`src/rtl/c17_bist_array_if.sv`:
```
// BIST control/status bundle for c17_bist_array: run control, golden signature and results.
interface c17_bist_array_if #(
  parameter int unsigned CHANNELS = 4
);
  logic                    start;
  logic                    abort;
  logic [2*CHANNELS-1:0]   golden_sig;
  logic                    busy;
  logic                    done;
  logic                    pass;
  logic [2*CHANNELS-1:0]   signature;

  modport master (
    output start, abort, golden_sig,
    input  busy, done, pass, signature
  );

  modport slave (
    input  start, abort, golden_sig,
    output busy, done, pass, signature
  );
endinterface

```
`src/rtl/c17_bist_array.sv`:
```
// CHANNELS copies of the c17 NAND network with an LFSR/MISR self-test controller.
// Optional stuck-at fault injection is compiled in with `define C17_FAULT_INJECT_EN.
module c17_bist_array #(
  parameter int unsigned          CHANNELS  = 4,
  parameter int unsigned          PATTERNS  = 256,
  parameter int unsigned          LFSR_W    = 16,
  parameter logic [LFSR_W-1:0]    LFSR_TAPS = 16'hB400,
  parameter logic [LFSR_W-1:0]    SEED      = 16'h0001,
  parameter logic [2*CHANNELS-1:0] MISR_TAPS = 8'hB8
) (
  input  logic                    clk,
  input  logic                    rst_n,
  input  logic [5*CHANNELS-1:0]   func_in,
  output logic [2*CHANNELS-1:0]   func_out,
  c17_bist_array_if.slave         bist,
  input  logic                    fi_enable,
  input  logic [3:0]              fi_chan,
  input  logic [3:0]              fi_net,
  input  logic                    fi_value
);

  localparam int unsigned W    = 2 * CHANNELS;
  localparam int unsigned CntW = (PATTERNS > 1) ? $clog2(PATTERNS) : 1;
  localparam logic [LFSR_W-1:0] SeedEff = (SEED == '0) ? LFSR_W'(1) : SEED;
  localparam logic [CntW-1:0]   CntLast = CntW'(PATTERNS - 1);

  typedef enum logic [1:0] {StIdle, StSeed, StRun, StDone} state_e;

  state_e            state_q;
  logic [LFSR_W-1:0] lfsr_q, lfsr_nxt;
  logic [W-1:0]      misr_q, misr_nxt;
  logic [CntW-1:0]   cnt_q;
  logic [W-1:0]      func_out_q;
  logic              busy_q, done_q, pass_q;
  logic [W-1:0]      resp, func_nxt;

  logic              fi_en_eff;
  logic [3:0]        fi_chan_eff, fi_net_eff;
  logic              fi_value_eff;

`ifdef C17_FAULT_INJECT_EN
  assign fi_en_eff    = fi_enable;
  assign fi_chan_eff  = fi_chan;
  assign fi_net_eff   = fi_net;
  assign fi_value_eff = fi_value;
`else
  logic unused_fi;
  assign unused_fi    = ^{fi_enable, fi_chan, fi_net, fi_value};
  assign fi_en_eff    = 1'b0;
  assign fi_chan_eff  = 4'd0;
  assign fi_net_eff   = 4'd0;
  assign fi_value_eff = 1'b0;
`endif

  // x = {N7,N6,N3,N2,N1}; net order N1,N2,N3,N6,N7,N10,N11,N16,N19,N22,N23.
  // Net codes 11..15 shift the one-hot past bit 10 and so force nothing.
  function automatic logic [1:0] c17_eval(input logic [4:0] x, input logic hit,
                                          input logic [3:0] net, input logic val);
    logic [10:0] f;
    logic n1, n2, n3, n6, n7, n10, n11, n16, n19, n22, n23;
    f   = hit ? (11'b1 << net) : 11'b0;
    n1  = f[0]  ? val : x[0];
    n2  = f[1]  ? val : x[1];
    n3  = f[2]  ? val : x[2];
    n6  = f[3]  ? val : x[3];
    n7  = f[4]  ? val : x[4];
    n10 = f[5]  ? val : ~(n1 & n3);
    n11 = f[6]  ? val : ~(n3 & n6);
    n16 = f[7]  ? val : ~(n2 & n11);
    n19 = f[8]  ? val : ~(n11 & n7);
    n22 = f[9]  ? val : ~(n10 & n16);
    n23 = f[10] ? val : ~(n16 & n19);
    return {n23, n22};
  endfunction

  for (genvar k = 0; k < CHANNELS; k++) begin : g_chan
    logic [4:0] bist_x;
    logic       hit;
    for (genvar j = 0; j < 5; j++) begin : g_bit
      assign bist_x[j] = lfsr_q[(5*k+j) % LFSR_W];
    end
    assign hit = fi_en_eff && (fi_chan_eff == 4'(k));
    assign resp[2*k+1:2*k]     = c17_eval(bist_x, hit, fi_net_eff, fi_value_eff);
    assign func_nxt[2*k+1:2*k] = c17_eval(func_in[5*k+4:5*k], hit, fi_net_eff, fi_value_eff);
  end

  assign lfsr_nxt = lfsr_q[0] ? ((lfsr_q >> 1) ^ LFSR_TAPS) : (lfsr_q >> 1);
  assign misr_nxt = {misr_q[W-2:0], 1'b0} ^ (misr_q[W-1] ? MISR_TAPS : '0) ^ resp;

  always_ff @(posedge clk or negedge rst_n) begin
    if (!rst_n) begin
      state_q    <= StIdle;
      lfsr_q     <= SeedEff;
      misr_q     <= '0;
      cnt_q      <= '0;
      func_out_q <= '0;
      busy_q     <= 1'b0;
      done_q     <= 1'b0;
      pass_q     <= 1'b0;
    end else begin
      unique case (state_q)
        StIdle, StDone: begin
          func_out_q <= func_nxt;
          if (bist.start) begin
            state_q <= StSeed;
            busy_q  <= 1'b1;
            done_q  <= 1'b0;
            pass_q  <= 1'b0;
          end
        end
        StSeed: begin
          if (bist.abort) begin
            state_q <= StIdle;
            busy_q  <= 1'b0;
          end else begin
            lfsr_q  <= SeedEff;
            misr_q  <= '0;
            cnt_q   <= '0;
            state_q <= StRun;
          end
        end
        StRun: begin
          // Abort leaves the partial signature visible for debug.
          if (bist.abort) begin
            state_q <= StIdle;
            busy_q  <= 1'b0;
          end else begin
            misr_q <= misr_nxt;
            lfsr_q <= lfsr_nxt;
            cnt_q  <= cnt_q + 1'b1;
            if (cnt_q == CntLast) begin
              state_q <= StDone;
              busy_q  <= 1'b0;
              done_q  <= 1'b1;
              pass_q  <= (misr_nxt == bist.golden_sig);
            end
          end
        end
        default: state_q <= StIdle;
      endcase
    end
  end

  assign func_out       = func_out_q;
  assign bist.busy      = busy_q;
  assign bist.done      = done_q;
  assign bist.pass      = pass_q;
  assign bist.signature = misr_q;

endmodule
```
`src/flat_wrapper.sv`:
```
// flat-port wrapper written by rule: the top's interface ports become plain ports
module c17_bist_array_flat 
#(
  parameter int unsigned          CHANNELS  = 4,
  parameter int unsigned          PATTERNS  = 256,
  parameter int unsigned          LFSR_W    = 16,
  parameter logic [LFSR_W-1:0]    LFSR_TAPS = 16'hB400,
  parameter logic [LFSR_W-1:0]    SEED      = 16'h0001,
  parameter logic [2*CHANNELS-1:0] MISR_TAPS = 8'hB8
)
  (clk, rst_n, func_in, func_out, fi_enable, fi_chan, fi_net, fi_value, bist_start, bist_abort, bist_golden_sig, bist_busy, bist_done, bist_pass, bist_signature);
  c17_bist_array_if #(.CHANNELS(CHANNELS)) bist_i ();
  input  logic clk;
  input  logic rst_n;
  input  logic [5*CHANNELS-1:0] func_in;
  output logic [2*CHANNELS-1:0] func_out;
  input  logic fi_enable;
  input  logic [3:0] fi_chan;
  input  logic [3:0] fi_net;
  input  logic fi_value;
  input wire logic [$bits(bist_i.start)-1:0] bist_start;
  input wire logic [$bits(bist_i.abort)-1:0] bist_abort;
  input wire logic [$bits(bist_i.golden_sig)-1:0] bist_golden_sig;
  output wire logic [$bits(bist_i.busy)-1:0] bist_busy;
  output wire logic [$bits(bist_i.done)-1:0] bist_done;
  output wire logic [$bits(bist_i.pass)-1:0] bist_pass;
  output wire logic [$bits(bist_i.signature)-1:0] bist_signature;
  assign bist_i.start = bist_start;
  assign bist_i.abort = bist_abort;
  assign bist_i.golden_sig = bist_golden_sig;
  assign bist_busy = bist_i.busy;
  assign bist_done = bist_i.done;
  assign bist_pass = bist_i.pass;
  assign bist_signature = bist_i.signature;
  c17_bist_array #(.CHANNELS(CHANNELS), .PATTERNS(PATTERNS), .LFSR_W(LFSR_W), .LFSR_TAPS(LFSR_TAPS), .SEED(SEED), .MISR_TAPS(MISR_TAPS)) u_core (.clk(clk), .rst_n(rst_n), .func_in(func_in), .func_out(func_out), .bist(bist_i), .fi_enable(fi_enable), .fi_chan(fi_chan), .fi_net(fi_net), .fi_value(fi_value));
endmodule
```
`config.mk`:
```
export PLATFORM = sky130hd
export DESIGN_NAME = c17_bist_array_flat
export DESIGN_NICKNAME = d
export VERILOG_FILES = /design/src/rtl/c17_bist_array_if.sv /design/src/rtl/c17_bist_array.sv /design/src/flat_wrapper.sv
export SDC_FILE = /design/constraint.sdc
export NUM_CORES = 1
export LEC_CHECK = 0
export ABC_AREA = 1
export CAP_MARGIN = 40
export CORE_UTILIZATION = 53
export DETAILED_ROUTE_END_ITERATION = 10
export PLACE_DENSITY = 0.87
export SYNTH_ARGS = -nofsm -noshare
export SYNTH_HDL_FRONTEND = slang
export SYNTH_SLANG_ARGS = --single-unit
```
`constraint.sdc`:
```
create_clock -name clk -period 4.7 [get_ports clk]
set_input_delay 0.47 -clock clk [delete_from_list [all_inputs] [get_ports clk]]
set_output_delay 0.47 -clock clk [all_outputs]
set_load 0.01 [all_outputs]
```
### Yosys cells after proc, flatten, opt, wreduce, memory -nomap -nowiden

Cells that the tools add are included.

| cells by class | value |
|---|---|
| mux-type cells | 27 |
| add/sub/neg operators | 1 |
| bitwise logic cells | 99 |
| reductions and logical operators | 8 |
| equality and inequality tests | 11 |

Operator list:

| kind | count |
|---|---|
| $and 1x1->1 | 48 |
| $mux 16 | 3 |
| $not 1->1 | 48 |
| $mux 8 | 4 |
| $pmux 16 s2 | 1 |
| $pmux 8 s2 | 2 |
| $xor 8x8->8 | 2 |
| $mux 1 | 9 |
| $add 8x1->8 const B | 1 |
| $eq 8x8->1 | 1 |
| $eq 8x8->1 const B | 1 |
| $mux 2 | 4 |
| $ne 2x2->1 const B | 4 |
| $pmux 2 s3 | 1 |
| $reduce_and 3->1 | 2 |
| $eq 2x2->1 const B | 2 |
| $not 3->4 | 1 |
| $pmux 1 s2 | 2 |
| $reduce_and 4->1 | 1 |
| $reduce_bool 2->1 | 2 |
| $ne 3x2->1 const B | 1 |
| $pmux 1 s3 | 1 |
| $eq 2x1->1 const B | 1 |
| $logic_not 2->1 | 1 |
| 3 further kinds | 3 |

| storage, ports and cells | value |
|---|---|
| register bits | 45 |
| logic and storage cells | 154 |
| input bits | 42 |

### Logic depth before layout (Yosys ltp)

Gate-level depths: netlist of the first run.

| depth | value |
|---|---|
| word-level depth | 11 |
| mapped depth | 12 |

### Worst setup path before layout of the first run

OpenSTA, ideal clock, no wires.

| timing path | value |
|---|---|
| path kind | reg-to-reg |
| start | reg u_core.state_q[0] |
| end | reg u_core.pass_q, in the netlist u_core.bist.pass |
| required time | 4,635 ps |
| arrival | 1,419 ps |
| path slack | 3,216 ps |
| stages on the path, launching flop included | 12 |
| library setup time | 65 ps |
| period minus slack after synthesis | 1,484 ps |
| path through | dfrtp_1 inv_1 ha_1 inv_2 nor2_1 nor2_1 nand3_1 nor2_1 nand2_1 nor2_1 nand3_1 nand2_1 |

| between the ends | value |
|---|---|
| word-level cells in the longest chain between the ends | 4 |
| elaborated cells on any way between the ends | 10 |
| those cells by class | eq/ne: 5; mux: 1; reduce/logical: 4 |

RTL lines:

| element | RTL line | text |
|---|---|---|
| from (decl) | c17_bist_array.sv:29 | `state_e state_q;` |
| from (signal assigned) | c17_bist_array.sv:92 | `state_q <= StIdle;` |
| from (signal assigned) | c17_bist_array.sv:105 | `state_q <= StSeed;` |
| from (signal assigned) | c17_bist_array.sv:113 | `state_q <= StIdle;` |
| $eq 2x2->1 or $logic_not 2->1 (tied branches) | c17_bist_array.sv:101 | `unique case (state_q)` |
| $reduce_or 2->1 | c17_bist_array.sv:101 |  |
| $ne 2x2->1 (no source line) or $reduce_bool 2->1 (tied branches) | - |  |
| $reduce_and 4->1 (no source line) | - |  |
| to (signal assigned) | c17_bist_array.sv:135 | `pass_q <= (misr_nxt == bist.golden_sig);` |
| to (decl) | c17_bist_array.sv:34 | `logic busy_q, done_q, pass_q;` |

Several ways; a longest one is shown, not always the timed one.
A chain may end at the register's enable or synchronous reset.

### Worst setup path in the final report of the first run

| timing path | value |
|---|---|
| start | reg u_core.state_q[0] |
| end | reg u_core.cnt_q[7] |

| between the ends | value |
|---|---|
| word-level cells in the longest chain between the ends | 3 |
| elaborated cells on any way between the ends | 7 |
| those cells by class | eq/ne: 4; mux: 1; reduce/logical: 2 |

RTL lines:

| element | RTL line | text |
|---|---|---|
| $eq 2x2->1 or $eq 2x1->1 (tied branches) | c17_bist_array.sv:101 |  |
| $ne 2x2->1 (no source line) or $reduce_bool 2->1 (tied branches) | - |  |
| $reduce_and 3->1 (no source line) | - |  |
| to (signal assigned) | c17_bist_array.sv:130 | `cnt_q <= cnt_q + 1'b1;` |
| to (decl) | c17_bist_array.sv:32 | `logic [CntW-1:0] cnt_q;` |

Several ways; a longest one is shown, not always the timed one.

==> impl_results.md, run 1 <==
- FF-to-FF setup slack: approximately 2.6 ns
- Mapped Cells: around 320
- CTS Root Cell: clkbuf_8
- Syn nets: 360
- Netlist cell types: 28
- Slew @ Worst Pin: around 0.55 ns
- GRT Residual Overflow: 0
- Static Leak: ~0.0015 uW
- Post-synth top area cell: dfrtp_1
- Register bit total from synthesis: 45
- CTS tree: yes
- Top layer in use: met4
- Max Cap Viol: 0
- Postcts setup bufs: 0
- M1 WL: approximately 2400 um
- H-tree depth: 2
- Initial antenna violation count: 0
- First-pass GRT wire length: between 8000 and 9000 um
- Rows: 24
- Largest net degree at the start of global routing: 27
- Worst-path clk slew: roughly 0.08 ns
- R2R depth: 10
- Top FF cell, synth: dfrtp_1
- WL met3: roughly 220 um
- Post-Synth Adder-Cell Area: 0.0157
- Die Y-Extent: between 60 and 70 um
- Final setup vio count: 0
- Routed WL: between 5000 and 6000 um
- Post-synth ARST share: 1.00
- Placement Cell Area: 2940 um^2
- Post-route setup TNS: 0 ns
- Post-CTS Hold Fix Bufs: 0
- Post-DP HPWL: just under 4000 um
- Number of diodes: 0
- Setup CP Type: flip-flop to flip-flop
- Post-synthesis xor/xnor area fraction: 0.0220
- Crit path arrival time: ~2.3 ns
- Port Buf Inserts: 50
- Syn Area/Cell: 7.58 um^2
- Clk Latency, worst-skew pair: 0.29 ns
- Post-synthesis mux area share: 0
- Final nets: between 400 and 500
- Main combinational cell family by area after synthesis: simple AND/OR/NAND/NOR gates
- DR WL/cell: ~12 um
- Max-slew violation count: 0
- Synth Area in Compound Gates: 0.129
- Final Cell Area: between 3000 and 4000 um^2
- Gpl congestion: a little under 0.8
- # DRC: 0
- Synth top area cells: dfrtp_1 (46%), nand2_1 (15%), inv_1 (6.0%), nand3_1 (4.6%), o22ai_1 (4.5%)
- Cell area after synthesis: about 2400 um^2
- GRT Util Overall: 0.234
- Gates resized, CTS repair: 0
- Power per cell area: between 400 and 500 nW/um^2
- Synth-to-layout area growth: 28.1%
- Tcrit/Tclk final: 0.448
- Reg2Reg Capture Point: u_core.cnt_q[7]
- Sequential element share of the synthesized area: 0.472
- Top cell type's share of synthesized area: 0.461
- Max_slew headroom: 0.633
- Worst hold margin: 0.154 ns
- DRT Pass-1 Iters: 4
- Max clock buf depth: 2
- Clk sink count: 45
- Iteration-0 DRC Markers: roughly 160
- Clock skew: about 0.0033 ns
- Worst R2R Start: u_core.state_q[0]
- Tightest Hold Check Type: input pin to async pin
- Fin. Hold Viols: 0
- Met2 WL: approximately 2500 um
- Crit end category: flip-flop
- Num ports: 61
- Core Region: 4350 um^2
- Die Width: 69.1 um
- Number of synthesized flops with an enable pin: 0
- Initial core utilization: 0.548
- Fmax achieved: roughly 480 MHz
- Synth warn: 0
- Fraction of layout cells with a size suffix above 1: 0.0572
- CP max FO: 26
- Unrepaired setup endpoints after global routing: false
- Minimum clock period: about 2.1 ns
- Vias: between 2000 and 2500
- TritonCTS Buffers: 5
- Post-Synth Simple-Gate Area: 0.281
- ANT nets after route: 0
- Status: finished, final reports clean
- Maximum vdd drop: just under 0.3 mV
- Number of global-route vias before repair: between 2000 and 2500
- Top cells by instance count after synthesis: nand2_1 (97), dfrtp_1 (44), inv_1 (38)
- Cell with the most instances after synthesis: nand2_1
- Worst path required time: around 4.9 ns
- Startpoint types: flip-flop
- Via/cell ratio: 5.21
- Total die area: between 4000 and 5000 um^2
-- cell type report --
cell class	count	area (um^2)
Clock buffer	7	86.3
Clock inverter	1	30.0
Fill cell	340	1300
Inverter	42	158
Multi-Input combinational cell	221	1070
Sequential cell	45	1130
Tap cell	52	65.1
Timing Repair Buffer	51	523
-- cells in the final DEF (no fill, tap or decap), types with 3 or more instances in the layout --
master | synthesis | routed
inv_1 | 38 | 38
o22ai_1 | 17 | 17
nand3b_1 | 4 | 4
inv_2 | 4 | 4
nand3_1 | 22 | 22
nor2_1 | 23 | 23
clkdlybuf4s50_1 | 0 | 49
o21ai_0 | 19 | 19
xnor2_1 | 4 | 4
clkbuf_8 | 0 | 6
dfrtp_1 | 44 | 44
nor3_1 | 3 | 3
ha_1 | 3 | 3
nand2_1 | 97 | 97
a21oi_1 | 14 | 14
-- logic make-up (layout without fill, tap and decap cells) --
| logic type | count (synthesis) | count (layout) |
|---|---|---|
| and+or+nand+nor | 157 | 157 |
| DFF | 45 | 45 |
| xor gates and xnor gates | 6 | 6 |
| AOI/OAI and AO/OA | 55 | 55 |
| buffers and inverters | 49 | 101 |
| adders and majority gates | 3 | 3 |
-- metal layers --
metal	vias to the layer above	GRT usage
met5	-	0
met4	0	0.0930
met3	6	0.0424
met2	45	0.395
met1	1013	0.297
li1	1121	-
-- stage by stage --
stage / total power, uW / setup slack [ns] / instances / util
CTS: 1480 / 2.60 / 419 / 0.702
global placement: 1150 / 2.44 / 410 / 0.669
global route: 1590 / 2.39 / 419 / 0.702
floorplan: 953 / 3.22 / 315 / -
finish: 1480 / 2.60 / 419 / 0.702
detailed placement: 1180 / 2.40 / 411 / 0.676
-- worst max-delay path: stages (launching register included) --
cell and delay, ns:
dfrtp_1 0.41, inv_1 0.07, ha_1 0.23, nand2_2 0.32, nand2_4 0.39, nand2_2 0.10, nor2_4 0.12, nand3_2 0.08
nor2_1 0.10, nor2_1 0.05, nor3_1 0.15
-- registers in the layout, indices dropped and copies added, names as in the netlist --
| register | flops |
|---|---|
| u_core.bist.signature | 8 |
| u_core.lfsr_q | 16 |
| u_core.state_q | 2 |
| u_core.bist.pass | 1 |
| u_core.func_out | 8 |
| u_core.bist.busy | 1 |
| u_core.cnt_q | 8 |
| u_core.bist.done | 1 |
-- power by group --
part           total (uW)  leakage (uW)  internal (uW)  switching, uW
Clock                 302     0.0000585            173            129
Combinational         626      0.000795            265            361
Sequential            547      0.000597            478           68.7
Total                1480       0.00145            917            559
-- worst max-delay path by stage --
stage	to	cells after the start	slack, ns	start
after floorplan	u_core.bist.pass	11	3.22	u_core.state_q[0]
after global placement	u_core.cnt_q[7]	9	2.44	bist_abort
after detailed placement	u_core.cnt_q[7]	10	2.40	bist_abort
after CTS	u_core.cnt_q[7]	10	2.60	u_core.state_q[0]
after global routing	u_core.cnt_q[7]	9	2.39	u_core.state_q[0]
final	u_core.cnt_q[7]	10	2.60	u_core.state_q[0]
Note: power is estimated with default switching activity, not from simulation.
==> run 2, diff against run 1 <==
- CORE_UTILIZATION: 53 -> 44
- PLACE_DENSITY: 0.87 -> 0.77
- clock period: 4.7 -> 1.85 ns (I/O delays scaled with it)
==> run 2 against run 1 <==
Non-clock buffer count grew 5. Setup slack lost 2.4 ns. Register-to-register slack got worse by 2.4 ns. Global-route usage is 4.1 points lower. Via count is 0.50% lower. Sequential power rose to 2.5 times the previous value. First-iteration DRC count fell by 28%. Clock power is 97% higher. Hold slack improved by 0.31 ns. Final cell count is 5.5% higher.
==> impl_results.md, run 2 (synthesized netlist as in run 1, its figures left out) <==
- Status: finished, final reports clean
- Total die area: around 5700 um^2
- Via/cell ratio: between 4 and 5
- Biggest register: u_core.lfsr_q
- Die Width: between 70 and 80 um
- Crit path arrival time: 1.43 ns
- Worst hold margin: approximately 0.47 ns
- Initial core utilization: 0.462
- CTS Root Cell: clkbuf_8
- Hold Path Depth: 3
- DRT Pass-1 Iters: 4
- Tcrit/Tclk final: 0.872
- Post-DP HPWL: approximately 3900 um
- Max clock buf depth: 2
- FF-to-FF setup slack: 0.24 ns
- # DRC: 0
- Finished Layout Cells: between 400 and 500
- Startpoint types: flip-flop
- Unrepaired setup endpoints after global routing: false
- Post-layout util: 0.594
- Place WS: 0.242 ns
- Final nets: 416
- Largest net degree at the start of global routing: 46
- CP max FO: 9
- Clk Latency, worst-skew pair: approximately 0.30 ns
- Most frequent cells in the layout: nand2_1 (97), clkdlybuf4s50_1 (49), dfrtp_1 (44)
- H-tree depth: 2
- Gates resized, CTS repair: 0
- Slew @ Worst Pin: between 0.5 and 0.6 ns
- Rows: 26
- Final setup vio count: 0
- Initial antenna violation count: 0
- Max-slew violation count: 0
- Max Cap Viol: 0
- Synth-to-layout area growth: 28.6%
- Num ports: a little over 60
- Fin. Hold Viols: 0
- GRT Util Overall: 0.193
- ANT nets after route: 0
- Routed WL: about 5100 um
- First-pass GRT wire length: around 8300 um
- Final worst slack: roughly 0.24 ns
- Slowest cell delay on critical path: around 0.6 ns
- Minimum clock period: 1.61 ns
- Fmax achieved: slightly above 600 MHz
- Worst-path clk slew: roughly 0.090 ns
- Max_slew headroom: 0.615
- Dpl cells: approximately 430
- Core Region: 5170 um^2
- CP delay by family, top: buffers and inverters
- CTS tree: yes
- CP Cell Sequence: clkdlybuf4s50_1
- Gpl congestion: around 0.8
- GRT Residual Overflow: 0
- Die Y-Extent: about 76 um
- WP depth: 1
- Tightest Hold Check Type: input pin to flip-flop
- Clk sink count: between 40 and 50
- Power per cell area: between 1000 and 1500 nW/um^2
- Buf/Inv on CP: 1
- Slowest cell on the critical path: clkdlybuf4s50_1
- TritonCTS Buffers: 5
- R2R depth: 9
- Setup CP Type: flip-flop to output port
- Static Leak: between 0.001 and 0.0015 uW
- Port Buf Inserts: 50
- Crit end category: output port
- Clock skew: about 0.010 ns
- Maximum vdd drop: approximately 0.64 mV
- Iteration-0 DRC Markers: between 100 and 150
- Number of global-route vias before repair: roughly 1900
- Number of diodes: 0
- DR WL/cell: between 10 and 15 um
- Postcts setup bufs: 0
- Worst path required time: roughly 1.7 ns
- Fraction of layout cells with a size suffix above 1: 0.0699
- Commonest non-fill, non-tap cell in the layout: nand2_1
- Post-route setup TNS: 0 ns
- Largest register FFs: 16
- Vias: about 2200
run 2: changes by cell type in the layout (fill, tap and decap cells not counted):
cell           delta
clkinvlp_4        +1
clkbuf_8          -1
buf_16            -1
bufinv_16         -1
clkinv_2          +2
dlygate4sd3_1     +1
clkbuf_1          -1
buf_4             +5
run 2: what timing repair did:
item | 4_1_cts | 5_1_grt
hold endpoints to repair | 44 | 0
hold buffers | 1 | 0
endpoints found under the setup margin | 0 | 0
run 2: metal layers:
metal	wire length, um	global-route usage	vias up
met5	0	0	-
met4	36	0.0432	0
met3	164	0.0397	5
met1	2470	0.265	1005
li1	-	-	1129
met2	2470	0.316	35
run 2: stage by stage:
step | cell area, um^2 | total power, uW
finish | 3070 | 3630
global route | 3070 | 3930
CTS | 3070 | 3670
detailed placement | 2970 | 3060
global placement | 2970 | 3020
floorplan | 2390 | 2420
run 2: path summary, 6_finish.rpt:
path | startpoint | end
max | u_core.bist.signature[7] | bist_signature[7]
min | func_in[6] | u_core.func_out[2]
max reg2reg | u_core.state_q[0] | u_core.cnt_q[7]
min reg2reg | u_core.func_out[1] | u_core.func_out[1]
max in group asynchronous | rst_n | u_core.bist.signature[3]
min in group asynchronous | rst_n | u_core.bist.signature[2]
run 2: cell type report:
class,instances,area (um^2)
Multi-Input combinational cell,221,1070
Inverter,42,158
Tap cell,70,87.6
Clock inverter,3,17.5
Fill cell,494,2100
Timing Repair Buffer,56,543
Clock buffer,5,68.8
Sequential cell,45,1130
run 2: power breakdown:
group / switching (uW) / internal [uW] / total, uW
Clock: 333 / 261 / 594
Combinational: 919 / 728 / 1650
Sequential: 177 / 1220 / 1390
Total: 1430 / 2200 / 3630
